File: config.mk
export PLATFORM = sky130hd
export DESIGN_NAME = fwd_hazard_unit_p
export DESIGN_NICKNAME = d
export VERILOG_FILES = /design/src/rtl/fwd_hazard_unit_p.sv
export SDC_FILE = /design/constraint.sdc
export NUM_CORES = 1
export LEC_CHECK = 0
export BUFFER_PORTS_ARGS = -buffer_cell sky130_fd_sc_hd__buf_2
export CORE_ASPECT_RATIO = 0.9
export CORE_UTILIZATION = 50
export DETAILED_ROUTE_END_ITERATION = 6
export PLACE_DENSITY = 0.75
export SYNTH_ARGS = -nofsm -noshare
export SYNTH_HDL_FRONTEND = slang
export SYNTH_SLANG_ARGS = --single-unit
File: constraint.sdc
create_clock -name clk -period 3.8 [get_ports clk]
set_input_delay 0.19 -clock clk [delete_from_list [all_inputs] [get_ports clk]]
set_output_delay 0.19 -clock clk [all_outputs]
set_load 0.005 [all_outputs]
File: src/rtl/fwd_hazard_unit_p.sv
// Forwarding and load-use hazard unit. A DEPTH-deep scoreboard of in-flight
// producers drives the EX operand selects, load-use bubbles and a stall counter.
module fwd_hazard_unit_p #(
   parameter int REG_AW = 5,
   parameter int DEPTH  = 3,
   parameter int CNT_W  = 16,
   parameter int SEL_W  = $clog2(DEPTH + 2)
) (
   input  logic              clk,
   input  logic              reset2,
   input  logic              id_valid,
   input  logic [REG_AW-1:0] id_rs1,
   input  logic [REG_AW-1:0] id_rs2,
   input  logic              id_rs1_used,
   input  logic              id_rs2_used,
   input  logic [REG_AW-1:0] id_rd,
   input  logic              id_reg_write,
   input  logic              id_is_load,
   input  logic              flush,
   input  logic              clear_count,
   output logic [SEL_W-1:0]  rs1_src,
   output logic [SEL_W-1:0]  rs2_src,
   output logic              stall,
   output logic [CNT_W-1:0]  stall_count
);

   localparam logic [SEL_W-1:0] SEL_LOAD = SEL_W'(DEPTH + 1);
   localparam logic [CNT_W-1:0] CNT_MAX  = '1;

   // Entry 1 is the instruction in EX; higher indices are older.
   logic [DEPTH:1]    sb_v;
   logic [DEPTH:1]    sb_ld;
   logic [REG_AW-1:0] sb_rd [1:DEPTH];

   logic m1_rs1;
   logic m1_rs2;

   assign m1_rs1 = sb_v[1] && (sb_rd[1] == id_rs1) && (id_rs1 != '0);
   assign m1_rs2 = sb_v[1] && (sb_rd[1] == id_rs2) && (id_rs2 != '0);

   assign stall = id_valid && !flush && sb_ld[1] &&
                  ((id_rs1_used && m1_rs1) || (id_rs2_used && m1_rs2));

   // NOTE: every variable gets a default before the loop, so no latch is inferred.
   always_comb begin
      rs1_src = '0;
      rs2_src = '0;
      // Scan oldest to youngest so the youngest match overwrites the others.
      for (int k = DEPTH; k >= 1; k--) begin
         if (id_rs1_used && id_rs1 != '0 && sb_v[k] && sb_rd[k] == id_rs1)
            rs1_src = (k == 2 && sb_ld[k]) ? SEL_LOAD : SEL_W'(k);
         if (id_rs2_used && id_rs2 != '0 && sb_v[k] && sb_rd[k] == id_rs2)
            rs2_src = (k == 2 && sb_ld[k]) ? SEL_LOAD : SEL_W'(k);
      end
   end

   // NOTE: sequential state uses non-blocking assignments only, so every entry
   // shifts from its neighbour's pre-edge value regardless of statement order.
   always_ff @(posedge clk or negedge reset2) begin
      if (!reset2) begin
         sb_v  <= '0;
         sb_ld <= '0;
         for (int k = 1; k <= DEPTH; k++)
            sb_rd[k] <= '0;
      end else begin
         for (int k = DEPTH; k >= 2; k--) begin
            sb_v[k]  <= sb_v[k-1];
            sb_ld[k] <= sb_ld[k-1];
            sb_rd[k] <= sb_rd[k-1];
         end
         // A mispredict kills the instruction leaving EX as well as decode.
         if (flush)
            sb_v[2] <= 1'b0;

         if (flush || stall || !id_valid) begin
            sb_v[1]  <= 1'b0;
            sb_ld[1] <= 1'b0;
            sb_rd[1] <= '0;
         end else begin
            sb_v[1]  <= id_reg_write && (id_rd != '0);
            sb_ld[1] <= id_is_load;
            sb_rd[1] <= id_rd;
         end
      end
   end

   always_ff @(posedge clk or negedge reset2) begin
      if (!reset2)
         stall_count <= '0;
      else if (clear_count)
         stall_count <= '0;
      else if (stall && stall_count != CNT_MAX)
         stall_count <= stall_count + 1'b1;
   end

endmodule

==> metrics.log <==
INFO  metric final.fill_count = around 330
INFO  metric finalWirelength = 4.188 mm
INFO  metric powerDensity = ~300 nW/um^2
INFO  metric worst_ep_required_time = 3960 ps
INFO  metric dp_slack = 1268 ps
INFO  metric clock_insertion_delay_worst_skew = about 280 ps
INFO  metric path_clk_slew = 70 ps
INFO  metric fp.dieArea = 4305 sq um
INFO  metric endpoint_kind = register
INFO  metric final.setup.tns = 0 ps
INFO  metric timing.critical_path.fanout_max = 17
INFO  metric slew_at_the_pin_with_the_worst_max_slew_slack = approximately 800 ps
INFO  metric clock_tree.root_cell = clkbuf_8
INFO  metric initial_util = between 50 and 60%
INFO  metric die_height = between 60 and 70 um
INFO  metric worst_hold_slack = -6.994 ps
INFO  metric outcome = finished with violations
INFO  metric grt_max_degree = 37
INFO  metric worst_ir_drop_on_vdd = 0.2131 mV
INFO  metric critical_path_arrival = 2700 ps
INFO  metric post-layout-total-power = 704.5 uW
INFO  metric syn-num-nets = about 220
INFO  metric post-synth-top-area-cell = dfrtp_1
INFO  metric detailedPlacementHpwl = 3.154 mm
INFO  metric seq_area_frac_synth = 44.53%
INFO  metric dr.pass1.iters = 4
INFO  metric clock_tree.buffer_depth = 2
INFO  metric globalRouteOverflowTotal = 0
INFO  metric ys_async_sr_fraction = 100.0%
INFO  metric timing_hold_violations_final = 11
INFO  metric setup_cp_type = reg -> reg
INFO  metric grt_antenna_before_repair = 0
INFO  metric slew_headroom = a little under half
INFO  metric rr_startpoint = sb_rd[11]$_DFF_PN0_
INFO  metric grt_pass1_wl = 7.348 mm
INFO  metric cts_tree = built
INFO  metric die_width = approximately 69 um
INFO  metric worstRegToRegCells = 6
INFO  metric drt_iter0_markers = ~100
INFO  metric setup.worst_path.start_class = register
INFO  metric yosysMostFrequentCell = dfrtp_1
INFO  metric drive_above_1_share = approximately a quarter
INFO  metric synthDistinctLibCells = 39
INFO  metric placementRows = 21
INFO  metric final_clock_skew = about 7.4 ps
INFO  metric synth_edf_count = 0
INFO  metric postCtsResizedCells = 0
INFO  metric drv.max_cap_violation_count = 0
INFO  metric place_congestion = about 0.8
INFO  metric timing.final.crit_share = roughly two thirds
INFO  metric syn_inst = 196
INFO  metric total_number_of_clock_tree_sinks = 36
INFO  metric wl_per_cell = approximately 15 um
INFO  metric ant_nets = 0
INFO  metric post_synth.cell_area_avg = 10.32 sq um
INFO  metric postLayoutSetupSlackWorst = between 1000 and 1500 ps
INFO  metric timing.final.max_slew_violations = 0
INFO  metric io_buffer_count = 46
INFO  metric maxClockFrequency = between 0.3 and 0.4 GHz
INFO  metric leakage = between 1 and 1.5 nW
INFO  metric synth_flop_cell = dfrtp_1
INFO  metric grt_usage = between 20% and 30%
INFO  metric min_path_type = in -> async
INFO  metric h-tree-depth = 2
INFO  metric fin_crit = approximately 2500 ps
INFO  metric timing.critical_path.slowest_cell_delay = 490 ps
INFO  metric finalNetCount = 268
INFO  metric top_level_pins = 47
INFO  metric timing.final.setup_violations = 0
INFO  metric routed-via-count = roughly 1,600
INFO  metric core_area = 3784 sq um
INFO  metric area_growth_syn_to_layout = 16.39%
INFO  metric crit_chain = xor2_1, nor4_2, nand4b_2, a21oi_4, or4b_1, mux2_1
INFO  metric post_drt_via_cell_ratio = roughly 5.5
INFO  metric yosys-top-cells-count = 36 x dfrtp_1, 24 x xor2_1, 22 x nor2_1, 11 x mux2_1, 10 x nor2b_1
INFO  metric synth_top_cells_by_area = dfrtp_1 45%, xor2_1 10%, mux2_1 6.1%, nor2_1 4.1%, xnor2_1 3.5%
INFO  metric synth.yosys.warnings = 0
INFO  metric timing.reg2reg.setup_slack = around 1300 ps
INFO  metric timing.rr.end = stall_count[14]$_DFFE_PN0P_
INFO  metric syn_area = about 2000 sq um
INFO  metric number_of_global_route_vias_before_repair = around 1,500
INFO  metric post-cts-setup-buffer-count = 0
INFO  metric cts_buffers = 5
INFO  metric failed_checks = negative hold slack
INFO  metric cts_hold_buf = 0
INFO  metric grt_setup_unrepaired = false
INFO  metric insertedDiodeCount = 0
INFO  metric drc_errors = 0
INFO  metric critical-path-slowest-cell = or4b_1
INFO  metric postSynthRegisterBits = 36
INFO  metric yosys_top_cell_area_share = around 45%
## routing by layer
metal | global-route usage, % | share of wire (%) | up-vias
li1 | - | - | 774
met1 | 32.80 | 51 | 732
met2 | 30.34 | 42 | 52
met3 | 3.896 | 5.3 | 7
met4 | 9.694 | 1.8 | 0
met5 | 0 | 0 | -
## power breakdown
group	switching, mW	internal (mW)	leakage (nW)
registers	0.00821	0.391	0.493
clock network	0.117	0.118	0.0359
logic	0.0408	0.0289	0.669
## flip-flops by register name, summed over array words and instances (netlist names)
register,count
stall_count,16
sb_rd,15
sb_v,3
sb_ld,2
## area by class of cell
class                           count  area, sq um  share of cell area [%]
Multi-Input combinational cell    150         1082                   45.96
Tap cell                           46        57.56                   2.444
Inverter                            4        15.01                  0.6376
Timing Repair Buffer               46        230.2                   9.777
Clock buffer                        5        68.82                   2.922
Sequential cell                    36        900.9                   38.26
## metrics by stage
stage | instance area, sq um | util (%) | std cells
after detailed placement | 2286 | 60.42 | 282
final | 2355 | 62.24 | 287
after global placement | 2286 | 60.42 | 282
after CTS | 2355 | 62.24 | 287
after global routing | 2355 | 62.24 | 287
after floorplan | 2023 | - | 196
## worst max-delay path by stage
stage | startpoint | endpoint | slack (ps) | cells after the start
finish | sb_rd[11]$_DFF_PN0_ | stall_count[14]$_DFFE_PN0P_ | 1270 | 6
global placement | sb_rd[11]$_DFF_PN0_ | stall_count[14]$_DFFE_PN0P_ | 1340 | 6
detailed placement | sb_rd[11]$_DFF_PN0_ | stall_count[14]$_DFFE_PN0P_ | 1270 | 6
CTS | sb_rd[11]$_DFF_PN0_ | stall_count[14]$_DFFE_PN0P_ | 1270 | 6
global route | sb_rd[11]$_DFF_PN0_ | stall_count[14]$_DFFE_PN0P_ | 1150 | 6
floorplan | sb_rd[11]$_DFF_PN0_ | stall_count[14]$_DFFE_PN0P_ | 1650 | 6
## logic make-up (layout without fill, tap and decap cells)
family	after synthesis	in the layout	share of synthesized area (%)
xor+xnor	32	32	13.85
flops	36	36	44.53
simple gates	92	92	27.58
fa+ha+maj	1	1	0.6183
mux	12	12	6.617
compound gates	13	13	4.824
buf+inv	10	55	1.979
## worst max-delay path, delay by kind of cell (launching register included)
kind                      cells  cell delay, ps
and+or+nand+nor               3            1060
AOI/OAI and AO/OA             1             450
DFF                           1             410
muxes                         1             320
xor gates and xnor gates      1             180
## placed cells by master (no fill, tap or decap), drive strengths merged, types with 4 or more instances in the layout
cell    instances
mux2           11
and3            5
buf            46
clkbuf          5
inv             4
xnor2           8
nor2b          10
dfrtp          36
xor2           24
nor4            6
nand2           8
nand3           6
nand4           9
a21oi           5
and2            7
nor2           22
Note: power is estimated with default switching activity, not from simulation.
